File: config.mk
export PLATFORM = sky130hd
export DESIGN_NAME = alu_result_stage
export DESIGN_NICKNAME = d
export VERILOG_FILES = /design/src/rtl/alu_result_stage.sv
export SDC_FILE = /design/constraint.sdc
export NUM_CORES = 1
export LEC_CHECK = 0
export CAP_MARGIN = 20
export CORE_MARGIN = 3
export CORE_UTILIZATION = 40
export DETAILED_ROUTE_END_ITERATION = 16
export PLACE_DENSITY = 0.76
export SETUP_SLACK_MARGIN = 0.02
export SLEW_MARGIN = 10
export SYNTH_ARGS = -nofsm -noshare
export SYNTH_HDL_FRONTEND = slang
export SYNTH_SLANG_ARGS = --single-unit
File: constraint.sdc
create_clock -name clk -period 4.9 [get_ports clk]
set_input_delay 0.98 -clock clk [delete_from_list [all_inputs] [get_ports clk]]
set_output_delay 0.98 -clock clk [all_outputs]
set_load 0.005 [all_outputs]
File: src/rtl/alu_result_stage.sv
// ---------------------------------------------------------------------------
// alu_result_stage
//   Execute-stage output register sitting directly after alu_64. Each accepted
//   ALU result (result, destination index, status flags) is stored in a
//   2-entry skid buffer (head + skid) and presented to writeback through a
//   valid/ready handshake. The raw overflow flag is masked so it only counts
//   for SUM and SUB. A sticky overflow bit and a saturating overflow event
//   counter are kept.
//
// Handshake: a transfer happens on a rising clk edge when valid and ready are
//   both high at that edge; a producer holding valid keeps its data stable
//   until the transfer. in_ready is a pure function of the state register.
//
// Ports
//   clk, rst_n                  clock, asynchronous active-low reset
//   in_valid / in_ready         upstream handshake
//   in_funct, in_rd             ALU op code and destination register index
//   alu_result, alu_*           ALU result and raw status flags
//   out_valid / out_ready       downstream handshake
//   out_result, out_rd          head entry result and destination index
//   out_flags                   {ovf_masked, negative, zero, equal, greater, less}
//   ovf_sticky, ovf_count       overflow history, cleared by ovf_clear
//   dbg_state                   current buffer state (EMPTY=0, ONE=1, FULL=2)
// ---------------------------------------------------------------------------
module alu_result_stage #(
    parameter int DATA_W = 64,
    parameter int RD_W   = 5,
    parameter int CNT_W  = 8
) (
    input  logic              clk,
    input  logic              rst_n,
    input  logic              in_valid,
    output logic              in_ready,
    input  logic [2:0]        in_funct,
    input  logic [RD_W-1:0]   in_rd,
    input  logic [DATA_W-1:0] alu_result,
    input  logic              alu_overflow,
    input  logic              alu_negative,
    input  logic              alu_zero,
    input  logic              alu_equal,
    input  logic              alu_greater,
    input  logic              alu_less,
    output logic              out_valid,
    input  logic              out_ready,
    output logic [DATA_W-1:0] out_result,
    output logic [RD_W-1:0]   out_rd,
    output logic [5:0]        out_flags,
    output logic              ovf_sticky,
    input  logic              ovf_clear,
    output logic [CNT_W-1:0]  ovf_count,
    output logic [1:0]        dbg_state
);

    localparam int ENTRY_W = DATA_W + RD_W + 6;

    localparam logic [2:0] FUNCT_SUM = 3'd0;
    localparam logic [2:0] FUNCT_SUB = 3'd2;

    typedef enum logic [1:0] {
        ST_EMPTY = 2'd0,
        ST_ONE   = 2'd1,
        ST_FULL  = 2'd2
    } state_t;

    state_t               state_q, state_d;
    logic [ENTRY_W-1:0]   head_q, head_d;
    logic [ENTRY_W-1:0]   skid_q, skid_d;
    logic                 sticky_q, sticky_d;
    logic [CNT_W-1:0]     count_q, count_d;

    logic                 push;
    logic                 pop;
    logic                 ovf_masked;
    logic                 ovf_event;
    logic [ENTRY_W-1:0]   in_entry;

    // Overflow is only meaningful for signed add/subtract.
    assign ovf_masked = alu_overflow & ((in_funct == FUNCT_SUM) | (in_funct == FUNCT_SUB));
    assign in_entry   = {alu_result, in_rd, ovf_masked, alu_negative, alu_zero,
                         alu_equal, alu_greater, alu_less};

    assign in_ready  = (state_q != ST_FULL);
    assign out_valid = (state_q != ST_EMPTY);
    assign push      = in_valid & in_ready;
    assign pop       = out_valid & out_ready;
    assign ovf_event = push & ovf_masked;

    // Outputs come straight from the head register; skid never reaches them.
    assign out_result = head_q[ENTRY_W-1 -: DATA_W];
    assign out_rd     = head_q[5+RD_W -: RD_W];
    assign out_flags  = head_q[5:0];
    assign ovf_sticky = sticky_q;
    assign ovf_count  = count_q;
    assign dbg_state  = state_q;

    // Buffer next-state logic.
    always_comb begin
        state_d = state_q;
        head_d  = head_q;
        skid_d  = skid_q;
        case (state_q)
            ST_EMPTY: begin
                if (push) begin
                    head_d  = in_entry;
                    state_d = ST_ONE;
                end
            end
            ST_ONE: begin
                if (push && pop) begin
                    head_d = in_entry;
                end else if (push) begin
                    skid_d  = in_entry;
                    state_d = ST_FULL;
                end else if (pop) begin
                    state_d = ST_EMPTY;
                end
            end
            ST_FULL: begin
                if (pop) begin
                    head_d  = skid_q;
                    state_d = ST_ONE;
                end
            end
            default: begin
                state_d = ST_EMPTY;
            end
        endcase
    end

    // Overflow history: a new event in the clearing cycle survives the clear.
    always_comb begin
        sticky_d = (sticky_q & ~ovf_clear) | ovf_event;
        count_d  = count_q;
        if (ovf_clear) begin
            count_d = ovf_event ? {{(CNT_W-1){1'b0}}, 1'b1} : '0;
        end else if (ovf_event && (count_q != {CNT_W{1'b1}})) begin
            count_d = count_q + {{(CNT_W-1){1'b0}}, 1'b1};
        end
    end

    always_ff @(posedge clk or negedge rst_n) begin
        if (!rst_n) begin
            state_q  <= ST_EMPTY;
            head_q   <= '0;
            skid_q   <= '0;
            sticky_q <= 1'b0;
            count_q  <= '0;
        end else begin
            state_q  <= state_d;
            head_q   <= head_d;
            skid_q   <= skid_d;
            sticky_q <= sticky_d;
            count_q  <= count_d;
        end
    end

endmodule
==> out/results.md, run 1 <==
| Result | Value | Unit |
| --- | --- | --- |
| Area Growth Syn to Fin | 36.8 | % |
| Total of warnings raised by yosys | 0 | - |
| Crit-path cells | or2_2 > clkdlybuf4s50_1 | - |
| Total of max-cap violations | 0 | - |
| Flip-flop and latch count after synthesis | 161 | - |
| Fin cells | 1019 | - |
| Commonest cells after routing, fill and taps aside | sky130_fd_sc_hd__clkdlybuf4s50_1, sky130_fd_sc_hd__dfrtp_1, sky130_fd_sc_hd__nand2_1 | - |
| Multi-input combinational cell area | 2520 | um^2 |
| Setup fix buffers added after clock tree synthesis | 0 | - |
| Final count of pins violating max slew | 0 | - |
| Source-to-sink clock delay at the later pin of the worst-skew pair | 410 | ps |
| Largest incremental delay on the critical path | 470 | ps |
| Largest net degree at the start of global routing | 107 | - |
| Total track usage | 0.172 | - |
| Transition time at the pin with the least slew margin | 974 | ps |
| Number of buffers between clock root and the deepest sink | 2 | - |
| Number of remaining DRC errors | 0 | - |
| Number of buffers created by CTS | 17 | - |
| Number of setup violations in the final report | 0 | - |
| Dpl cells | 988 | - |
| Combined flip-flop and latch cell area | 4030 | um^2 |
| Number of gates given a new drive strength after cts | 0 | - |
| Number of antenna diodes | 0 | - |
| Wire length per cell after detailed routing | 15.2 | um |
| Post-synthesis instance total | 637 | - |
| Post-Synthesis Mean Instance Area | 10.6 | um^2 |
| Remaining global-route overflow | 0 | - |
| Synth Area in Compound Gates | 0.0897 | - |
| FMAX | 385 | MHz |
| Share of synthesized area occupied by flip-flops and latches | 0.599 | - |
| Status | complete, no violations | - |
| Cts hold-fix bufs | 0 | - |
| I/O Buffers | 169 | - |
| Initial antenna violation count | 0 | - |
| Vias post-DR | 5126 | - |
| Post-Layout Inst Area | 9200 | um^2 |
| Final worst path period share | 0.530 | - |
| Row Count | 46 | - |
| Synthesized netlist net count | 721 | - |
| Number of global-route vias before repair | 4888 | - |
| Post-synthesis simple-gate area fraction | 0.154 | - |
| Most frequent standard cell in the layout excluding fill and tap cells | sky130_fd_sc_hd__clkdlybuf4s50_1 | - |
| Worst path arrival time | 1620 | ps |
| Xor and xnor area share after synthesis | 0 | - |
| DRT antenna net count | 0 | - |
| Aggregate routed wire length | 15500 | um |
| Count of H-tree levels built during CTS | 4 | - |
| Placer Congestion | 0.731 | - |
| Post-Route Skew | 5.25 | ps |
| Ys async rst share | 1.00 | - |
| Post-synth top flop | sky130_fd_sc_hd__dfrtp_1 | - |
| Number of flops mapped to enable cells by yosys | 0 | - |
| Post-synthesis share of cell area spent on full adders, half adders and majority gates | 0.00186 | - |
| Via density | 5.03 | - |
| Mapped cell area | 6730 | um^2 |
| Placed Instance Area | 8590 | um^2 |
| CP Capture Type | primary output | - |
| Leakage dissipation | 3.79 | nW |
| Crit path max fanout | 7 | - |
| Vertical extent of the die | 136 | um |
| Post-layout util | 0.569 | - |
| Clock root buffer master | sky130_fd_sc_hd__clkbuf_16 | - |
| Time the worst path needs with I/O delays and setup | 2600 | ps |
| Drt first-iter violations | 241 | - |
| Fraction of layout instances using a drive strength above 1 | 0.152 | - |
| TritonCTS clock tree | yes | - |
| Critical Path Slowest Stage Cell | sky130_fd_sc_hd__dfrtp_1 | - |
| Share of synthesized area spent on multiplexers | 0.126 | - |
| Overall die width | 136 | um |
| Detailed placement HPWL | 9720 | um |
| Count of distinct cell types in the synthesized netlist | 34 | - |
| Placeable core region | 16200 | um^2 |
| Count of filler cells inserted in the layout | 1374 | - |
| Path type of the worst min-delay path | reg2reg | - |
| Combinational family with the most area after synthesis | simple AND/OR/NAND/NOR gates | - |
| Die footprint | 18400 | um^2 |
| Clock-pin slew reported for the worst setup and hold paths after clock tree synthesis | 60 | ps |
| Number of nets in the layout | 875 | - |
| Hold Vio Cnt, Final | 0 | - |
| Number of detailed-routing iterations run before antenna repair | 4 | - |
| Global-route wire length before repair | 25300 | um |
| Crit path kind | reg2out | - |
| Total power density per cell area | 498 | nW/um^2 |
| Required time at the endpoint of the critical path | 3920 | ps |
| Worst voltage drop across the vdd grid | 0.224 | mV |
| Initial Utilization | 0.416 | - |
| Max-slew headroom | 0.351 | - |
| Accumulated negative setup slack | 0 | ps |
| Number of sinks handled by clock tree synthesis | 161 | - |
| RSZ-0062 raised after global routing | false | - |
| Number of placed I/O pins | 171 | - |
| Kind of start point of the critical path | flop | - |
-- metrics by stage --
stage	hold slack (ps)	power, mW	setup WS (ps)
2_1_floorplan	480	2.60	2710
3_3_place_gp	488	3.22	1970
3_5_place_dp	495	3.27	1890
4_1_cts	509	4.64	2270
5_1_grt	514	4.86	2160
6_report	505	4.58	2300
-- kinds of logic (layout without fill, tap and decap cells) --
family	count (synthesis)	after routing
simple gates	258	258
buf+inv	46	212
compound gates	96	96
flops	161	161
fa+ha+maj	1	1
mux	75	75
-- final cells by class --
type,instances,area share
clock buffers,24,0.0556
clock inverters,7,0.0106
inverters,4,0.00177
multi-input cells,430,0.274
flip-flops and latches,161,0.438
well taps,216,0.0294
repair buffers,177,0.191
-- synth_stat cells, types with 2 or more instances --
cell type	n	area (um^2)
sky130_fd_sc_hd__and3_1	2	12.5
sky130_fd_sc_hd__nand3_1	6	30.0
sky130_fd_sc_hd__o22ai_1	2	12.5
sky130_fd_sc_hd__a21oi_1	6	30.0
sky130_fd_sc_hd__buf_1	2	7.51
sky130_fd_sc_hd__clkbuf_1	19	71.3
sky130_fd_sc_hd__or4_1	3	22.5
sky130_fd_sc_hd__nor2_1	80	300
sky130_fd_sc_hd__nor2b_1	3	18.8
sky130_fd_sc_hd__buf_2	21	105
sky130_fd_sc_hd__dfrtp_1	161	4030
sky130_fd_sc_hd__o21ai_0	2	10.0
sky130_fd_sc_hd__nand2_1	152	571
sky130_fd_sc_hd__nand2b_1	2	12.5
sky130_fd_sc_hd__nor3_1	3	15.0
sky130_fd_sc_hd__mux2_2	75	845
sky130_fd_sc_hd__or2_2	2	12.5
sky130_fd_sc_hd__o31ai_1	2	15.0
sky130_fd_sc_hd__inv_1	3	11.3
sky130_fd_sc_hd__a31oi_1	77	482
-- layer usage --
metal  vias to the layer above  wire [um]  GRT usage
li1                       2505          -          -
met3                        11       1120     0.0579
met4                         0        150     0.0487
met1                      2490       6930      0.230
met2                       120       7300      0.270
met5                         -          0          0
-- power by group --
part | switching (mW) | total [mW] | internal (mW)
registers | 0.233 | 2.02 | 1.79
logic | 0.466 | 1.21 | 0.740
clock network | 0.519 | 1.35 | 0.832
-- critical path: cells and delay by family (launching register included) --
kind                   cells  cell delay, ps
flip-flops                 1             470
buffers and inverters      1             440
AND/OR/NAND/NOR            1             300
-- sequential cells by signal (all words and copies together) (netlist names) --
name / cells
skid_q: 75
head_q: 75
ovf_sticky: 1
dbg_state: 2
ovf_count: 8
-- path summary, 6_finish.rpt --
check | startpoint | to | slack [ps] | cells after the start
max reg2reg | dbg_state[1]$_DFFE_PN0P_ | ovf_count[2]$_DFFE_PN0P_ | 2830 | 6
min | skid_q[43]$_DFFE_PN0P_ | skid_q[43]$_DFFE_PN0P_ | 510 | 1
min in group asynchronous | rst_n | head_q[49]$_DFFE_PN0P_ | 700 | 1
max | dbg_state[0]$_DFFE_PN0P_ | out_valid | 2300 | 2
max in group asynchronous | rst_n | ovf_count[5]$_DFFE_PN0P_ | 3210 | 2
min reg2reg | skid_q[43]$_DFFE_PN0P_ | skid_q[43]$_DFFE_PN0P_ | 510 | 1
No activity file was read; power rests on OpenSTA's default activity.
==> run 2, diff against run 1 <==
PLACE_DENSITY = 0.79   (was 0.76)
clock period = 2.28 ns   (was 4.9 ns; I/O delays follow)
==> out/results.md, run 2 (synthesized netlist as in run 1, its figures left out) <==
| Result | Value | Unit |
| --- | --- | --- |
| Clock-pin slew reported for the worst setup and hold paths after clock tree synthesis | 60 | ps |
| Remaining global-route overflow | 0 | - |
| Final count of pins violating max slew | 0 | - |
| Number of buffers created by CTS | 17 | - |
| RSZ-0062 raised after global routing | false | - |
| Total power density per cell area | 1060 | nW/um^2 |
| Most frequent standard cell in the layout excluding fill and tap cells | sky130_fd_sc_hd__clkdlybuf4s50_1 | - |
| Aggregate routed wire length | 15800 | um |
| Fraction of layout instances using a drive strength above 1 | 0.152 | - |
| Area Growth Syn to Fin | 38.2 | % |
| Largest incremental delay on the critical path | 490 | ps |
| Time the worst path needs with I/O delays and setup | 2110 | ps |
| Hold Vio Cnt, Final | 0 | - |
| Drt first-iter violations | 277 | - |
| Clock root buffer master | sky130_fd_sc_hd__clkbuf_16 | - |
| Leakage dissipation | 3.83 | nW |
| Worst path arrival time | 1660 | ps |
| Overall die width | 136 | um |
| Global-route wire length before repair | 26200 | um |
| Number of nets in the layout | 882 | - |
| Total of max-cap violations | 0 | - |
| Placeable core region | 16200 | um^2 |
| Crit path buf inv count | 2 | - |
| Count of filler cells inserted in the layout | 1344 | - |
| Detailed placement HPWL | 10200 | um |
| FMAX | 474 | MHz |
| DRT antenna net count | 0 | - |
| Number of buffers between clock root and the deepest sink | 2 | - |
| Setup fix buffers added after clock tree synthesis | 0 | - |
| Path type of the worst min-delay path | reg2reg | - |
| Row Count | 46 | - |
| Worst voltage drop across the vdd grid | 0.492 | mV |
| Kind of start point of the critical path | flop | - |
| Accumulated negative setup slack | 0 | ps |
| Via density | 5.06 | - |
| CP Capture Type | primary output | - |
| CP delay by family, top | buffers and inverters | - |
| Final worst path period share | 0.926 | - |
| I/O Buffers | 169 | - |
| Vias post-DR | 5179 | - |
| Source-to-sink clock delay at the later pin of the worst-skew pair | 410 | ps |
| Commonest cells after routing, fill and taps aside | sky130_fd_sc_hd__clkdlybuf4s50_1, sky130_fd_sc_hd__dfrtp_1, sky130_fd_sc_hd__nand2_1 | - |
| Largest net degree at the start of global routing | 87 | - |
| Die footprint | 18400 | um^2 |
| Placed Instance Area | 8720 | um^2 |
| Initial Utilization | 0.416 | - |
| Crit path kind | reg2out | - |
| Vertical extent of the die | 136 | um |
| Critical Path Slowest Stage Cell | sky130_fd_sc_hd__clkdlybuf4s50_1 | - |
| Crit-path cells | nor2b_4 > clkinv_2 > clkdlybuf4s50_1 | - |
| Post-Route Skew | 7.86 | ps |
| Number of detailed-routing iterations run before antenna repair | 4 | - |
| Initial antenna violation count | 0 | - |
| Total track usage | 0.177 | - |
| Post-Layout Inst Area | 9300 | um^2 |
| Count of H-tree levels built during CTS | 4 | - |
| Number of antenna diodes | 0 | - |
| Max-slew headroom | 0.427 | - |
| Worst hold slack | 505 | ps |
| TritonCTS clock tree | yes | - |
| Required time at the endpoint of the critical path | 1820 | ps |
| Crit path max fanout | 7 | - |
| Placer Congestion | 0.773 | - |
| Number of placed I/O pins | 171 | - |
| Number of remaining DRC errors | 0 | - |
| Wire length per cell after detailed routing | 15.4 | um |
| Status | complete, no violations | - |
| Transition time at the pin with the least slew margin | 860 | ps |
| Number of sinks handled by clock tree synthesis | 161 | - |
| Number of setup violations in the final report | 0 | - |
| Number of global-route vias before repair | 5269 | - |
## run 2: power breakdown
group	total [mW]	switching, mW	internal [mW]
Sequential	4.36	0.511	3.85
Combinational	2.65	1.02	1.63
Clock	2.81	1.08	1.72
## run 2: worst register-to-register path, stage by stage, from the launching register on
cell	delay (ps)
sky130_fd_sc_hd__dfrtp_1	440
sky130_fd_sc_hd__nor2b_4	190
sky130_fd_sc_hd__buf_4	680
sky130_fd_sc_hd__nand2_1	140
sky130_fd_sc_hd__a31oi_1	220
## run 2: worst paths after layout
path | from | to | slack [ps] | depth (start not counted)
max reg2reg | dbg_state[1]$_DFFE_PN0P_ | head_q[21]$_DFFE_PN0P_ | 520 | 4
max | dbg_state[1]$_DFFE_PN0P_ | in_ready | 170 | 3
max in group asynchronous | rst_n | head_q[30]$_DFFE_PN0P_ | 1070 | 3
min reg2reg | skid_q[67]$_DFFE_PN0P_ | skid_q[67]$_DFFE_PN0P_ | 510 | 1
min in group asynchronous | rst_n | head_q[48]$_DFFE_PN0P_ | 560 | 2
min | skid_q[67]$_DFFE_PN0P_ | skid_q[67]$_DFFE_PN0P_ | 510 | 1
## run 2: metal layers
metal | routed length, um | GRT usage
met2 | 7810 | 0.296
met5 | 0 | 0
met3 | 1090 | 0.0646
met4 | 175 | 0.0566
met1 | 6690 | 0.214
## run 2: stage by stage
step / std cells / util / total power, mW / worst slack, ps
2_1_floorplan: 637 / - / 5.59 / 613
3_3_place_gp: 994 / 0.539 / 6.97 / 8.22
3_5_place_dp: 994 / 0.539 / 7.09 / -96.1
4_1_cts: 1023 / 0.575 / 9.93 / 126
5_1_grt: 1023 / 0.575 / 10.4 / 57.1
6_report: 1023 / 0.575 / 9.81 / 168
## run 2: area by class of cell
type / instances / area, um^2 / share of cell area
sequential: 161 / 4030 / 0.433
clock inverter: 7 / 113 / 0.0121
timing repair buffer: 184 / 1900 / 0.204
inverter: 4 / 16.3 / 0.00175
tap: 216 / 270 / 0.0291
clock buffer: 21 / 450 / 0.0484
multi-input combinational: 430 / 2520 / 0.271
## run 2: repair_timing
item | in CTS | in global routing
gates resized for setup | 0 | 0
endpoints found under the hold margin | 10 | 0
hold buffers | 1 | 0
==> run 3, diff against run 2 <==
ABC_CLOCK_PERIOD_IN_PS = 2280   (was default)
==> results of run 3 <==
Final layout, timing and power as in run 2 (identical DEF).
